===== src/rtl/noc_pkg.sv =====
// ---------------------------------------------------------------------------
// noc_pkg
// Shared NoC definitions used by the injector and the FIFO.
//   flit_t      : router-facing flit record {data, dest, is_tail} sized for the
//                 default 64-bit / 6-bit-destination configuration
//   safe_clog2  : ceil(log2(n)) that never returns 0, so that counters and
//                 pointers sized from it are always at least one bit wide
// ---------------------------------------------------------------------------
package noc_pkg;

    localparam int NOC_FLIT_WIDTH = 64;
    localparam int NOC_DEST_WIDTH = 6;

    typedef struct packed {
        logic [NOC_FLIT_WIDTH-1:0] data;
        logic [NOC_DEST_WIDTH-1:0] dest;
        logic                      is_tail;
    } flit_t;

    function automatic int safe_clog2(input int n);
        return (n < 2) ? 1 : $clog2(n);
    endfunction

endpackage


===== src/rtl/noc_sync_fifo.sv =====
// ---------------------------------------------------------------------------
// noc_sync_fifo
// Single-clock show-ahead FIFO with registered full/empty flags. The head
// entry is visible on pop_data whenever empty is low; pop consumes it.
// Ports:
//   clk, rst_n   : clock, asynchronous active-low reset (empties the FIFO)
//   push/push_data : write request and data (ignored while full)
//   pop/pop_data   : consume request and current head entry
//   full, empty    : registered status flags
//   full_next      : combinational "full after this edge", for callers that
//                    need a registered ready without a one-cycle lag
// DEPTH must be a power of two so the pointers wrap naturally.
// ---------------------------------------------------------------------------
module noc_sync_fifo
    import noc_pkg::*;
#(
    parameter int WIDTH = 8,
    parameter int DEPTH = 4
) (
    input  logic             clk,
    input  logic             rst_n,
    input  logic             push,
    input  logic [WIDTH-1:0] push_data,
    input  logic             pop,
    output logic [WIDTH-1:0] pop_data,
    output logic             full,
    output logic             empty,
    output logic             full_next
);

    localparam int AW = safe_clog2(DEPTH);
    localparam logic [AW:0] COUNT_FULL = (AW+1)'(DEPTH);

    logic [WIDTH-1:0] mem [DEPTH];
    logic [AW-1:0]    wr_ptr;
    logic [AW-1:0]    rd_ptr;
    logic [AW:0]      count;
    logic [AW:0]      count_next;
    logic             push_ok;
    logic             pop_ok;

    // Occupancy after this edge; the flags are registered from it so they
    // are exact on the same edge that changes the contents.
    always_comb begin
        push_ok    = push && !full;
        pop_ok     = pop && !empty;
        count_next = count + (AW+1)'(push_ok) - (AW+1)'(pop_ok);
        full_next  = (count_next == COUNT_FULL);
    end

    always_ff @(posedge clk or negedge rst_n) begin
        if (!rst_n) begin
            wr_ptr <= '0;
            rd_ptr <= '0;
            count  <= '0;
            full   <= 1'b0;
            empty  <= 1'b1;
        end else begin
            if (push_ok) wr_ptr <= wr_ptr + 1'b1;
            if (pop_ok)  rd_ptr <= rd_ptr + 1'b1;
            count <= count_next;
            full  <= full_next;
            empty <= (count_next == '0);
        end
    end

    // Storage needs no reset: an entry is only read after it was written.
    always_ff @(posedge clk) begin
        if (push_ok) mem[wr_ptr] <= push_data;
    end

    assign pop_data = mem[rd_ptr];

endmodule


===== src/rtl/axis_flit_injector.sv =====
// ---------------------------------------------------------------------------
// axis_flit_injector
// AXI-Stream to NoC flit injector for a router's local input port. Beats are
// buffered, each beat is cut into SERIALIZATION_FACTOR flits (lowest slice
// first), and flits are issued under credit-based flow control.
// Ports:
//   clk_noc, rst_n       : clock, asynchronous active-low reset
//   axis_t*              : AXI-Stream slave (tready = beat FIFO not full)
//   data_out, dest_out   : flit payload and {tid, tdest} of its beat
//   is_tail_out          : last flit of the last beat of a packet
//   send_out             : one-cycle pulse per issued flit
//   credit_in            : one freed router buffer slot, pulse
// ---------------------------------------------------------------------------
module axis_flit_injector
    import noc_pkg::*;
#(
    parameter  int TDATA_WIDTH          = 64,
    parameter  int TDEST_WIDTH          = 4,
    parameter  int TID_WIDTH            = 2,
    parameter  int SERIALIZATION_FACTOR = 1,
    parameter  int BUFFER_DEPTH         = 4,
    parameter  int FLIT_BUFFER_DEPTH    = 4,
    localparam int FLIT_WIDTH           = TDATA_WIDTH / SERIALIZATION_FACTOR,
    localparam int DEST_WIDTH           = TDEST_WIDTH + TID_WIDTH
) (
    input  logic                   clk_noc,
    input  logic                   rst_n,
    input  logic                   axis_tvalid,
    output logic                   axis_tready,
    input  logic [TDATA_WIDTH-1:0] axis_tdata,
    input  logic                   axis_tlast,
    input  logic [TID_WIDTH-1:0]   axis_tid,
    input  logic [TDEST_WIDTH-1:0] axis_tdest,
    output logic [FLIT_WIDTH-1:0]  data_out,
    output logic [DEST_WIDTH-1:0]  dest_out,
    output logic                   is_tail_out,
    output logic                   send_out,
    input  logic                   credit_in
);

    localparam int ENTRY_WIDTH = TDATA_WIDTH + 1 + DEST_WIDTH;
    localparam int SW          = safe_clog2(SERIALIZATION_FACTOR);
    localparam int CW          = $clog2(FLIT_BUFFER_DEPTH + 1);
    localparam logic [SW-1:0] LAST_SLICE = SW'(SERIALIZATION_FACTOR - 1);
    localparam logic [CW-1:0] CREDIT_MAX = CW'(FLIT_BUFFER_DEPTH);

    logic [ENTRY_WIDTH-1:0] push_entry;
    logic [ENTRY_WIDTH-1:0] head_entry;
    logic [TDATA_WIDTH-1:0] head_data;
    logic [DEST_WIDTH-1:0]  head_dest;
    logic                   head_last;
    logic                   fifo_push;
    logic                   fifo_pop;
    logic                   fifo_full;
    logic                   fifo_empty;
    logic                   fifo_full_next;

    logic [SW-1:0]          slice_idx;
    logic                   last_slice;
    logic [FLIT_WIDTH-1:0]  cur_slice;
    logic [CW-1:0]          credit_cnt;
    logic [CW-1:0]          credit_next;
    logic                   issue;

    // Each FIFO entry carries the beat with its routing info: {tlast, dest, data}.
    assign push_entry = {axis_tlast, axis_tid, axis_tdest, axis_tdata};
    assign fifo_push  = axis_tvalid && axis_tready;
    assign head_data  = head_entry[TDATA_WIDTH-1:0];
    assign head_dest  = head_entry[TDATA_WIDTH +: DEST_WIDTH];
    assign head_last  = head_entry[ENTRY_WIDTH-1];

    noc_sync_fifo #(
        .WIDTH (ENTRY_WIDTH),
        .DEPTH (BUFFER_DEPTH)
    ) u_beat_fifo (
        .clk       (clk_noc),
        .rst_n     (rst_n),
        .push      (fifo_push),
        .push_data (push_entry),
        .pop       (fifo_pop),
        .pop_data  (head_entry),
        .full      (fifo_full),
        .empty     (fifo_empty),
        .full_next (fifo_full_next)
    );

    // A flit goes out whenever a beat is waiting and the router has room;
    // the head beat is released only once its final slice has been issued.
    always_comb begin
        issue      = !fifo_empty && (credit_cnt != '0);
        last_slice = (slice_idx == LAST_SLICE);
        fifo_pop   = issue && last_slice;
        cur_slice  = '0;
        for (int k = 0; k < SERIALIZATION_FACTOR; k++) begin
            if (slice_idx == SW'(k)) cur_slice = head_data[k*FLIT_WIDTH +: FLIT_WIDTH];
        end
    end

    // Credit bookkeeping: a returned credit and an issue in the same cycle
    // cancel. A return while already at the maximum is a router protocol
    // error; the counter saturates rather than wrapping.
    always_comb begin
        credit_next = credit_cnt;
        if (credit_in && !issue) begin
            if (credit_cnt != CREDIT_MAX) credit_next = credit_cnt + 1'b1;
        end else if (issue && !credit_in) begin
            credit_next = credit_cnt - 1'b1;
        end
    end

    // tready is registered from the FIFO's next-state fullness so it falls on
    // the same edge the FIFO fills, which keeps a push away from a full FIFO.
    always_ff @(posedge clk_noc or negedge rst_n) begin
        if (!rst_n) begin
            slice_idx   <= '0;
            credit_cnt  <= CREDIT_MAX;
            axis_tready <= 1'b0;
        end else begin
            credit_cnt  <= credit_next;
            axis_tready <= !fifo_full_next;
            if (issue) slice_idx <= last_slice ? '0 : slice_idx + 1'b1;
        end
    end

    // Flit outputs update only on issue and otherwise hold the last flit.
    always_ff @(posedge clk_noc or negedge rst_n) begin
        if (!rst_n) begin
            send_out    <= 1'b0;
            data_out    <= '0;
            dest_out    <= '0;
            is_tail_out <= 1'b0;
        end else begin
            send_out <= issue;
            if (issue) begin
                data_out    <= cur_slice;
                dest_out    <= head_dest;
                is_tail_out <= head_last && last_slice;
            end
        end
    end

    credit_overflow_a: assert property (@(posedge clk_noc) disable iff (!rst_n)
        !(credit_in && credit_cnt == CREDIT_MAX));

    push_when_full_a: assert property (@(posedge clk_noc) disable iff (!rst_n)
        !(fifo_push && fifo_full));

endmodule


===== config.mk =====
export PLATFORM = sky130hd
export DESIGN_NAME = axis_flit_injector
export DESIGN_NICKNAME = d
export VERILOG_FILES = /design/src/rtl/noc_pkg.sv /design/src/rtl/noc_sync_fifo.sv /design/src/rtl/axis_flit_injector.sv
export SDC_FILE = /design/constraint.sdc
export NUM_CORES = 1
export LEC_CHECK = 0
export BUFFER_PORTS_ARGS = -buffer_cell sky130_fd_sc_hd__clkbuf_2
export CAP_MARGIN = 20
export CORE_UTILIZATION = 45
export DETAILED_ROUTE_END_ITERATION = 6
export PLACE_DENSITY = 0.64
export RECOVER_POWER = 25
export SETUP_SLACK_MARGIN = 0.5
export SLEW_MARGIN = 20
export SYNTH_ARGS = -nofsm -noshare
export SYNTH_HDL_FRONTEND = slang
export SYNTH_SLANG_ARGS = --single-unit

===== constraint.sdc =====
create_clock -name clk_noc -period 3 [get_ports clk_noc]
set_clock_uncertainty 0.2 [all_clocks]
set_input_delay 0 -clock clk_noc [delete_from_list [all_inputs] [get_ports clk_noc]]
set_output_delay 0 -clock clk_noc [all_outputs]
set_load 0.02 [all_outputs]

# --- Word level (Yosys, flattened, before mapping) ---
# Memories as Yosys holds them, arrays and structs flattened.
# Index checks and enable logic that the tools add are counted.
classes:
  addsub: 7
  eq_ne: 3
  n_mux: 7
  bitwise: 1
  reduce_logical: 17
ops:
  columns: ["op", "count"]
  rows:
  - ["2-to-1 mux 64 bit", 1]
  - ["2-to-1 mux 3 bit", 3]
  - ["logical AND 1 bit", 8]
  - ["zero test 1 bit", 5]
  - ["adder 2 x 1 -> 2 bit (second input constant)", 2]
  - ["adder 3 x 1 -> 3 bit", 1]
  - ["adder 3 x 1 -> 3 bit (second input constant)", 1]
  - ["== test 3 bit (second input constant)", 1]
  - ["zero test 3 bit", 1]
  - ["2-to-1 mux 1 bit", 3]
  - ["!= test 3 bit (second input constant)", 1]
  - ["nonzero test 3 bit", 1]
  - ["subtractor 3 x 1 -> 3 bit", 1]
  - ["subtractor 3 x 1 -> 3 bit (second input constant)", 1]
  - ["!= test 2 x 1 -> 1 bit (second input constant)", 1]
  - ["AND reduction 2 bit", 1]
  - ["nonzero test 2 bit", 1]
  - ["adder 1 bit (second input constant)", 1]
  - ["inverter 1 bit", 1]
totals:
  ff_bits: 86
  mem_bits_rw: 284
  input_bits: 75
  out_inout_bits: 73
  wordCells: 48
  mem_count: 1
memory_table:
  columns: ["name", "depth", "word_bits", "rd", "rd_ports_with_merged_regs", "wr", "line_no", "source"]
  rows:
  - ["u_beat_fifo.mem", 4, 71, 1, 0, 1, "noc_sync_fifo.sv:34", "logic [WIDTH-1:0] mem [DEPTH];"]

# --- Logic depth before layout (Yosys ltp) ---
# Gate-level depths: netlist (run 1).
depth:
  depth_word: 7
  mapped_depth: 14

# --- By module ---
# Synthesis (run 1) repeated with hierarchy kept, for this count alone.
hier_totals:
  cells_unflattened: 592
  hier_area_um2: 14073.5
by_module_without_submodules:
  columns: ["module", "n_inst", "cells_per_inst", "area_per_inst_um2", "seq_area_each_um2"]
  rows:
  - ["noc_sync_fifo", 1, 407, 10784.1, 8754.6]
  - ["axis_flit_injector", 1, 185, 3289.4, 1903.1]

# --- Worst setup path after synthesis (run 1) ---
# OpenSTA, ideal clock, no wires.
synth_timing:
  path_kind: "flip-flop to flip-flop"
  from: "reg axis_tready"
  to: "mem u_beat_fifo.mem[0][0] in the netlist's numbering (enable)"
  setup_time_ps: 437
  arrival_time_ps: 2517
  path_slack_ps: -154
  path_stages_with_launch: 4
  n_path_buf: 0
  period_less_slack_ps: 3154
  path_cell_list: "dfrtp_1 -> nand2_1 -> nor2_1 -> and2_1"
synth_between:
  elab_chain_len: 4
synth_rtl:
  columns: ["element", "line_no", "source"]
  rows:
  - ["from (decl)", "axis_flit_injector.sv:29", "output logic axis_tready,"]
  - ["from (signal assigned)", "axis_flit_injector.sv:120", "axis_tready <= !fifo_full_next;"]
  - ["logical AND 1 bit", "axis_flit_injector.sv:67", "assign fifo_push = axis_tvalid && axis_tready;"]
  - ["logical AND 1 bit", "noc_sync_fifo.sv:45", "push_ok = push && !full;"]
  - ["via u_beat_fifo.push_ok", "noc_sync_fifo.sv:39", "logic push_ok;"]
  - ["2-to-1 mux 1 bit", "noc_sync_fifo.sv:69", "if (push_ok) mem[wr_ptr] <= push_data;"]
  - ["2-to-1 mux 1 bit (implied by the code)", "noc_sync_fifo.sv:69", null]
  - ["to (decl)", "noc_sync_fifo.sv:34", null]
# The timed path passes the listed nets, and every way through them passes these cells.

# --- Final worst setup path (run 1) ---
layout_timing:
  from: "reg credit_cnt[0]"
  to: "reg credit_cnt[2]"
layout_between:
  elab_chain_len: 6
  elab_cells_between_ends: 14
  classes_between: "2 x add/sub; 2 x eq/ne; 3 x mux; 7 x reduce/logical"
layout_rtl:
  columns: ["element", "line_no", "source"]
  rows:
  - ["from (decl)", "axis_flit_injector.sv:61", "logic [CW-1:0] credit_cnt;"]
  - ["from (signal assigned)", "axis_flit_injector.sv:119", "credit_cnt <= credit_next;"]
  - ["branches (longest 6 deep; another with subtractor 3 x 1 -> 3 bit)", null, null]
# Parallel ways; which one is timed is not known. The select of a mux whose other input is x is not followed.
# A chain may end at the register's enable or synchronous reset.

==> key figures, run 1 <==
Layout
  • Fill cells: 2221
  • Layout area overhead: 24.63%
  • FF+latch area: 10670 sq um
  • Non-filler instance count after layout: 1281
  • Layout Nets: 944
  • Post-route cell area: 17110 sq um
  • Multi-input gate area: 2912 sq um
  • Layout cells sized above 1: 38.20%

Timing
  • Final setup fails: 0
  • Slew Limit Fails: 0
  • Rel. slew slack: 58.76%
  • Fmax: 0.4047 GHz
  • Setup TNS: 0 ns
  • Unrepaired setup endpoints after global routing: true
  • Minimum clock period: 2.471 ns
  • Worst Max-Slew Pin Slew: 0.6186 ns
  • Period utilisation layout: 82.37%
  • Worst setup margin: 0.5288 ns
  • Fin. Hold Viols: 0

Worst setup path
  • Worst path bufs/invs: 0
  • Slowest CP cell: fa_1
  • Critical path arrival: 2.66 ns
  • Slowest stage delay, CP: 0.45 ns
  • Critical path peak fanout: 3
  • Reg2reg path depth: 7
  • Worst path most repeated cell: o21ai_0
  • Critical Path Start Type: flip-flop
  • R2R setup slack: 0.53 ns
  • Critical Path RT: 3.19 ns
  • Dominant delay contributor by cell family on the critical path: simple AND/OR/NAND/NOR gates
  • R2R Path End: credit_cnt[2]
  • R2r startpoint: credit_cnt[0]
  • Crit. End Element: flip-flop
  • Crit Path Class: reg2reg
  • Worst-path cell chain: nor3_4, o21ai_0, fa_1, or3_1, o21ai_0, nand2_1, o311ai_0

Route
  • First drt pass iteration count: 4
  • Final wirelength: 26.76 mm
  • Routed via count: 6596
  • Remaining antenna violation count: 0
  • # DRC: 0
  • Vias per cell: 5.149
  • Post-DR wirelength/cell: 20.89 microns
  • Initial DRC Count: 379

Clocking
  • H-tree depth: 2
  • CTS root buffer: clkbuf_16
  • Latest clock arrival within the worst-skew pair: 0.52 ns
  • Clock edge transition at the registers on the reported setup and hold paths: 0.06 ns
  • CTS Buf Count: 38
  • Count of clock tree sinks: 369
  • CTS tree: done
  • Clk buf depth: 3

Global routing
  • Largest net degree at the start of global routing: 46
  • Initial antenna violation count: 1
  • Global-route wire length before repair: 41.48 mm
  • Number of global-route vias before repair: 7437
  • Overall Global Routing Usage: 17.80%
  • Grt ovf: 0

Yosys
  • Warnings from Yosys: 0
  • Synth top area share: 62.14%
  • #FFs+latches synth: 369
  • Synthesized Nets: 682
  • Cells after Synth: 599
  • Synth area leaders: edfxtp_1 (62%), dfrtp_1 (15%), mux4_2 (11%)
  • Post-synth ARST share: 23.04%
  • Seq/Total Area, Yosys: 77.66%
  • Cell variety after synth: 31
  • Cell Area, Synth: 13720 sq um
  • Mapped Avg Cell Area: 22.91 sq um
  • Cell taking the most area after synthesis: edfxtp_1
  • Commonest cells post-synth: edfxtp_1 (284), dfrtp_1 (83), mux4_2 (68)
  • Top FF cell, synth: edfxtp_1
  • Post-synth EDFFs: 284
  • Most frequent cell after synthesis: edfxtp_1

Min path
  • Min-delay src: axis_tdata[31]
  • Hold path cells: 2
  • Worst hold path type: in2reg
  • Hold EP: u_beat_fifo.mem[2][31]

Floorplan
  • Placeable Area: 29800 sq um
  • Die area: 31200 sq um
  • Die Wd: 176.6 microns
  • I/O Pins: 148
  • Starting density of the core: 46.06%
  • Row Count: 63
  • Die Y: 176.6 microns

Power and ir drop
  • Pwr dens: 1044 nW/um^2
  • Leakage: 6.176 nW
  • Final Power: 0.01786 W
  • Worst vdd ir: 0.0007418 V

Outcome
  • Outcome: completed

Placed design
  • I/O Buffers: 147
  • DP HPWL: 16.08 mm
  • Placed Instance Area: 15070 sq um
  • Pre-CTS setup slack: 0.2531 ns
  • Placed Cells: 1130
  • Routability Congestion: 0.7337

Flow run
  • Max-cap violations: 0
## per-stage QoR
| step | utilization [%] | hold WS (ns) |
|---|---|---|
| 6_report | 57.41 | 0.05994 |
| 5_1_grt | 57.41 | 0.08404 |
| 4_1_cts | 57.56 | 0.01176 |
| 3_5_place_dp | 50.57 | -0.1115 |
| 3_3_place_gp | 50.57 | -0.1101 |
| 2_1_floorplan | - | -0.4956 |
## routing by layer
metal,global-route usage [%],wire length (microns),vias up
li1,-,-,2950
met1,23.43,11370,3430
met2,29.35,13230,179
met3,5.004,1674,37
met4,4.418,482,0
met5,0,0,-
## flip-flops by register name, summed over array words and instances (netlist names)
name and cells:
axis_tready 1, credit_cnt 3, data_out 64, dest_out 6
is_tail_out 1, send_out 1, u_beat_fifo.count 3, u_beat_fifo.empty 1
u_beat_fifo.full 1, u_beat_fifo.mem 284, u_beat_fifo.rd_ptr 2, u_beat_fifo.wr_ptr 2
## cell type report
type	count	area share [%]
well taps	390	2.853
flip-flops and latches	369	62.37
clock inverters	11	0.8266
inverters	9	0.1975
repair buffers	249	10.19
clock buffers	58	6.532
multi-input cells	194	17.02
diodes	1	0.01463
## worst max path at each step
stage | from | slack (ns) | end | depth (start not counted)
6_report | credit_cnt[0] | 0.53 | credit_cnt[2] | 7
5_1_grt | credit_cnt[0] | 0.47 | axis_tready | 11
3_5_place_dp | credit_cnt[2] | 0.25 | data_out[8] | 5
2_1_floorplan | credit_cnt[0] | 0.34 | axis_tready | 14
4_1_cts | credit_cnt[1] | 0.51 | axis_tready | 11
3_3_place_gp | credit_cnt[2] | 0.35 | data_out[15] | 5
## logic make-up after synthesis
kind of cell	synth area share [%]
DFF	77.66
adders and majority gates	0.8387
xor gates and xnor gates	0.3191
muxes	18.00
and+or+nand+nor	1.048
buffers and inverters	1.650
AOI/OAI and AO/OA	0.4923
## worst register-to-register path: stages (launching register included)
cell,delay [ns]
dfrtp_2,0.42
nor3_4,0.25
o21ai_0,0.17
fa_1,0.45
or3_1,0.40
o21ai_0,0.24
nand2_1,0.11
o311ai_0,0.10
## power by group
group,internal (W),switching (W)
Clock,0.00283,0.00184
Combinational,0.00279,0.00282
Sequential,0.00692,0.000656
Total,0.0125,0.00531
## what timing repair did
action	4_1_cts	5_1_grt
gates resized for setup	6	0
hold endpoints to repair	375	0
pin swaps	2	2
buffers inserted	3	2
hold buffers	76	0
endpoints found under the setup margin	43	1
## placed cells by master (no fill, tap or decap), types with 2 or more instances in the layout
cell type / Yosys / layout
xnor2_1: 4 / 2
ha_4: 0 / 2
dlygate4sd3_1: 0 / 75
clkbuf_16: 0 / 39
xnor2_2: 0 / 2
nor3_1: 2 / 2
clkbuf_1: 6 / 63
mux2_2: 55 / 55
buf_4: 5 / 19
inv_2: 0 / 2
clkbuf_8: 0 / 7
clkinvlp_4: 0 / 3
nor2b_1: 2 / 2
o21ai_0: 7 / 7
mux4_1: 3 / 3
ha_1: 6 / 4
bufinv_16: 0 / 3
edfxtp_1: 284 / 284
dfrtp_4: 0 / 2
nor2_1: 5 / 4
nand2_1: 6 / 6
mux2_4: 16 / 16
clkbuf_2: 0 / 95
buf_12: 0 / 7
inv_1: 9 / 7
and2_4: 0 / 4
dfrtp_2: 0 / 2
dfstp_2: 2 / 2
nand3_1: 5 / 5
clkinv_2: 0 / 4
dfrtp_1: 83 / 79
mux4_2: 68 / 68
Note: power is estimated with default switching activity, not from simulation.
==> inputs of run 2 (changes only) <==
ABC_AREA = 1   (was default)
clock period = 2.2 ns   (was 3 ns; I/O delays follow)
==> run 2 against run 1 <==
Compared with the run above: the flow now finishes with violations (negative setup slack); highest routed layer unchanged; largest power group unchanged; non-clock buffer count rose by 21; die area rose by 1.0%; sequential power rose by 35%; core utilization rose by 1.1 points; critical path type unchanged.
==> key figures, run 2 <==
Outcome
  • Outcome: complete, but fails checks
  • Failing checks: negative setup slack

Power and ir drop
  • Worst vdd ir: 0.0009972 V (+34%)
  • Pwr dens: 1467 nW/um^2 (+40%)
  • Gate power share: 36.1% (+4.7 points)
  • Clk pwr share: 24.4% (-1.7 points)
  • Leakage: 6.418 nW (+3.9%)
  • Switch share: 35.54% (+5.8 points)
  • Int Power: 0.01658 W (+32%)
  • Psw: 0.009141 W (+72%)
  • Reg power frac: 39.6% (-2.8 points)

Layout
  • Most frequent cells in the layout: nor2_1 (358), edfxtp_1 (284), clkbuf_2 (94)
  • Layout Nets: 1392 (+47%)
  • Biggest register: u_beat_fifo.mem
  • Fill cells: 2412 (+8.6%)
  • Layout area overhead: 26.45%
  • Largest regs: u_beat_fifo.mem x284, data_out x64, dest_out x6
  • Number of flip-flops in the largest register: 284 (unchanged)
  • Fin util: 58.55% (+1.1 points)
  • Layout cells sized above 1: 16.89% (-21 points)
  • Commonest non-fill, non-tap cell in the layout: nor2_1
  • Post-route cell area: 17540 sq um (+2.5%)

Route
  • Final wirelength: 30.70 mm (+15%)
  • Initial DRC Count: 508 (+34%)
  • Post-DR wirelength/cell: 17.75 microns (-15%)
  • Remaining antenna violation count: 0 (unchanged)
  • Vias per cell: 5.119 (-0.58%)
  • Routed via count: 8856 (+34%)
  • First drt pass iteration count: 5 (+1)
  • # DRC: 0 (unchanged)

Global routing
  • Global-route wire length before repair: 47.52 mm (+15%)
  • Largest net degree at the start of global routing: 108 (+130%)
  • Initial antenna violation count: 2 (+1)
  • Grt ovf: 0 (unchanged)
  • Number of global-route vias before repair: 8582 (+15%)
  • Overall Global Routing Usage: 19.97% (+2.2 points)

Yosys
  • Warnings from Yosys: 0 (unchanged)
  • Post-synth EDFFs: 284 (unchanged)
  • Combinational family with the most area after synthesis: simple AND/OR/NAND/NOR gates
  • Synth top area share: 61.49% (-0.65 points)
  • #FFs+latches synth: 369 (unchanged)
  • Cells after Synth: 1059 (+77%)
  • Most frequent cell after synthesis: nor2_1
  • Top FF cell, synth: edfxtp_1
  • Simple-gate share of the synthesized area: 10.62% (+9.6 points)
  • Cell taking the most area after synthesis: edfxtp_1
  • Cell Area, Synth: 13870 sq um (+1.1%)
  • Post-synthesis mux area share: 0% (-18 points)
  • Post-Synth XOR/XNOR Area: 0.3157% (-0.0033 points)
  • Synth area leaders: edfxtp_1 (61%), dfrtp_1 (15%), nor2_1 (9.9%)
  • Mapped Avg Cell Area: 13.10 sq um (-43%)
  • Synthesized Nets: 1142 (+67%)
  • Synth Area in Compound Gates: 8.363% (+7.9 points)
  • Synth Area in Adders: 0.8300% (-0.0088 points)
  • Post-synth ARST share: 23.04% (unchanged)
  • Seq/Total Area, Yosys: 76.84% (-0.81 points)
  • Commonest cells post-synth: nor2_1 (364), edfxtp_1 (284), dfrtp_1 (83)
  • Cell variety after synth: 26 (-16%)

Flow run
  • Max-cap violations: 0 (unchanged)

Timing
  • Minimum clock period: 2.248 ns (-0.2236 ns)
  • Setup TNS: -0.1330 ns (-0.1330 ns)
  • Hold Slack: 0.06300 ns (+0.003055 ns)
  • Final setup fails: 3 (+3)
  • Fin. Hold Viols: 0 (unchanged)
  • Fmax: 0.4449 GHz (+9.9%)
  • Period utilisation layout: 102.2% (+20 points)
  • Unrepaired setup endpoints after global routing: true
  • Worst Max-Slew Pin Slew: 0.8422 ns (+0.2236 ns)
  • Worst setup margin: -0.04755 ns (-0.5764 ns)
  • Slew Limit Fails: 0 (unchanged)
  • Rel. slew slack: 43.67% (-15 points)

Floorplan
  • Starting density of the core: 46.30% (+0.24 points)
  • Placeable Area: 29950 sq um (+0.53%)
  • Die Y: 177.6 microns (+0.52%)
  • Die Wd: 177.6 microns (+0.52%)
  • I/O Pins: 148 (unchanged)
  • Die area: 31530 sq um (+1.0%)
  • Row Count: 63 (unchanged)

Clocking
  • Latest clock arrival within the worst-skew pair: 0.51 ns (about the same)
  • H-tree depth: 2 (unchanged)
  • Count of clock tree sinks: 369 (unchanged)
  • Clk buf depth: 3 (unchanged)
  • CTS root buffer: clkbuf_16
  • Clock edge transition at the registers on the reported setup and hold paths: 0.06 ns (about the same)
  • CTS tree: done
  • CTS Buf Count: 39 (+2.6%)

Worst setup path
  • Critical Path Start Type: flip-flop
  • Worst path bufs/invs: 3 (+3)
  • R2R Path End: axis_tready
  • R2r startpoint: credit_cnt[0]
  • Reg2reg path depth: 12 (+5)
  • Dominant delay contributor by cell family on the critical path: adder cells
  • Slowest CP cell: dfrtp_1
  • Crit. End Element: flip-flop
  • Crit Path Class: reg2reg
  • Critical path arrival: 2.42 ns (-0.24 ns)
  • Worst-path cell chain: nor2_4, nand2_4, nand2_4, inv_4, ha_4, inv_4, ha_4, inv_2, fa_2, xnor2_2, xnor2_2, nand2_1
  • Critical Path RT: 2.37 ns (-0.82 ns)
  • R2R setup slack: -0.05 ns (-0.58 ns)
  • Critical path peak fanout: 3 (unchanged)
  • Slowest stage delay, CP: 0.40 ns (-0.05 ns)

Placed design
  • Placed Instance Area: 15240 sq um (+1.1%)
  • I/O Buffers: 147 (unchanged)
  • DP HPWL: 15.53 mm (-3.4%)
  • Routability Congestion: 0.7241 (-1.3%)

Min path
  • Hold EP: u_beat_fifo.mem[2][70]
  • Min-delay src: axis_tlast
  • Worst hold path type: in2reg
  • Hold path cells: 2 (unchanged)
run 2: cell count changes after synthesis, moves of 16 or more:
cell | before | now
mux2_2 | 55 | 0
a31oi_1 | 0 | 71
buf_2 | 7 | 30
nor2_1 | 5 | 364
mux4_2 | 68 | 0
mux2_4 | 16 | 0
o21ai_1 | 0 | 71
o21ai_0 | 7 | 72
run 2: layout make-up:
class / instances / area (sq um) / share of cell area [%]
clock buffers: 57 / 1094 / 6.235
diodes: 2 / 5.005 / 0.02854
inverters: 17 / 77.57 / 0.4423
multi-input cells: 612 / 2929 / 16.70
well taps: 390 / 488.0 / 2.782
flip-flops and latches: 369 / 10670 / 60.82
clock inverters: 13 / 138.9 / 0.7919
repair buffers: 270 / 2140 / 12.20
run 2: timing repair:
action / in CTS / in global routing
pin swaps: 11 / 9
resized for setup: 27 / 7
hold buffers: 76 / 0
endpoints found under the hold margin: 379 / 0
cloned: 5 / 0
setup endpoints to repair: 358 / 365
setup buffers: 9 / 3
run 2: stage by stage:
stage	std cells	worst slack, ns	total power, W
3_3_place_gp	1565	-0.1105	0.01861
6_report	1730	-0.04755	0.02572
4_1_cts	1725	-0.04421	0.02586
5_1_grt	1730	-0.1643	0.02733
3_5_place_dp	1565	-0.1780	0.01884
2_1_floorplan	1059	-0.2539	0.01611
run 2: cells by family (layout without fill, tap and decap cells):
family                   count (synthesis)  count (layout)
XOR/XNOR                                 5               5
flip-flops                             369             369
other                                    0               2
AND/OR/NAND/NOR                        385             385
buffers and inverters                   78             357
adder cells (fa/ha/maj)                  8               8
AO/OA/AOI/OAI                          214             214
run 2: power groups by stage:
stage / Sequential, W / Combinational (W) / Clock [W]
after global placement: 0.0103 / 0.00835 / 0
after global routing: 0.0103 / 0.0103 / 0.00670
after CTS: 0.0102 / 0.00928 / 0.00641
final: 0.0102 / 0.00928 / 0.00627
after detailed placement: 0.0103 / 0.00854 / 0
after floorplan: 0.0110 / 0.00513 / 0
run 2: how the worst max path moves through the flow:
stage,slack (ns),end,cells after the start,from
3_3_place_gp,-0.11,axis_tready,12,credit_cnt[2]
4_1_cts,-0.04,u_beat_fifo.empty,12,credit_cnt[0]
3_5_place_dp,-0.18,axis_tready,12,credit_cnt[2]
6_report,-0.05,axis_tready,12,credit_cnt[0]
5_1_grt,-0.16,u_beat_fifo.empty,12,credit_cnt[0]
2_1_floorplan,-0.25,u_beat_fifo.mem[0][0],4,axis_tready
run 2: worst register-to-register path, cell delays in order (launching register included):
cell	delay [ns]
dfrtp_1	0.40
nor2_4	0.17
nand2_4	0.08
nand2_4	0.08
inv_4	0.04
ha_4	0.21
inv_4	0.05
ha_4	0.12
inv_2	0.03
fa_2	0.35
xnor2_2	0.15
xnor2_2	0.16
nand2_1	0.09
run 2: metal layers:
| layer | up-vias | global-route usage, % | wire (microns) |
|---|---|---|---|
| li1 | 4250 | - | - |
| met1 | 4310 | 26.36 | 13470 |
| met2 | 245 | 33.77 | 14850 |
| met3 | 51 | 4.027 | 1804 |
| met4 | 0 | 5.093 | 575 |
| met5 | - | 0 | 0 |
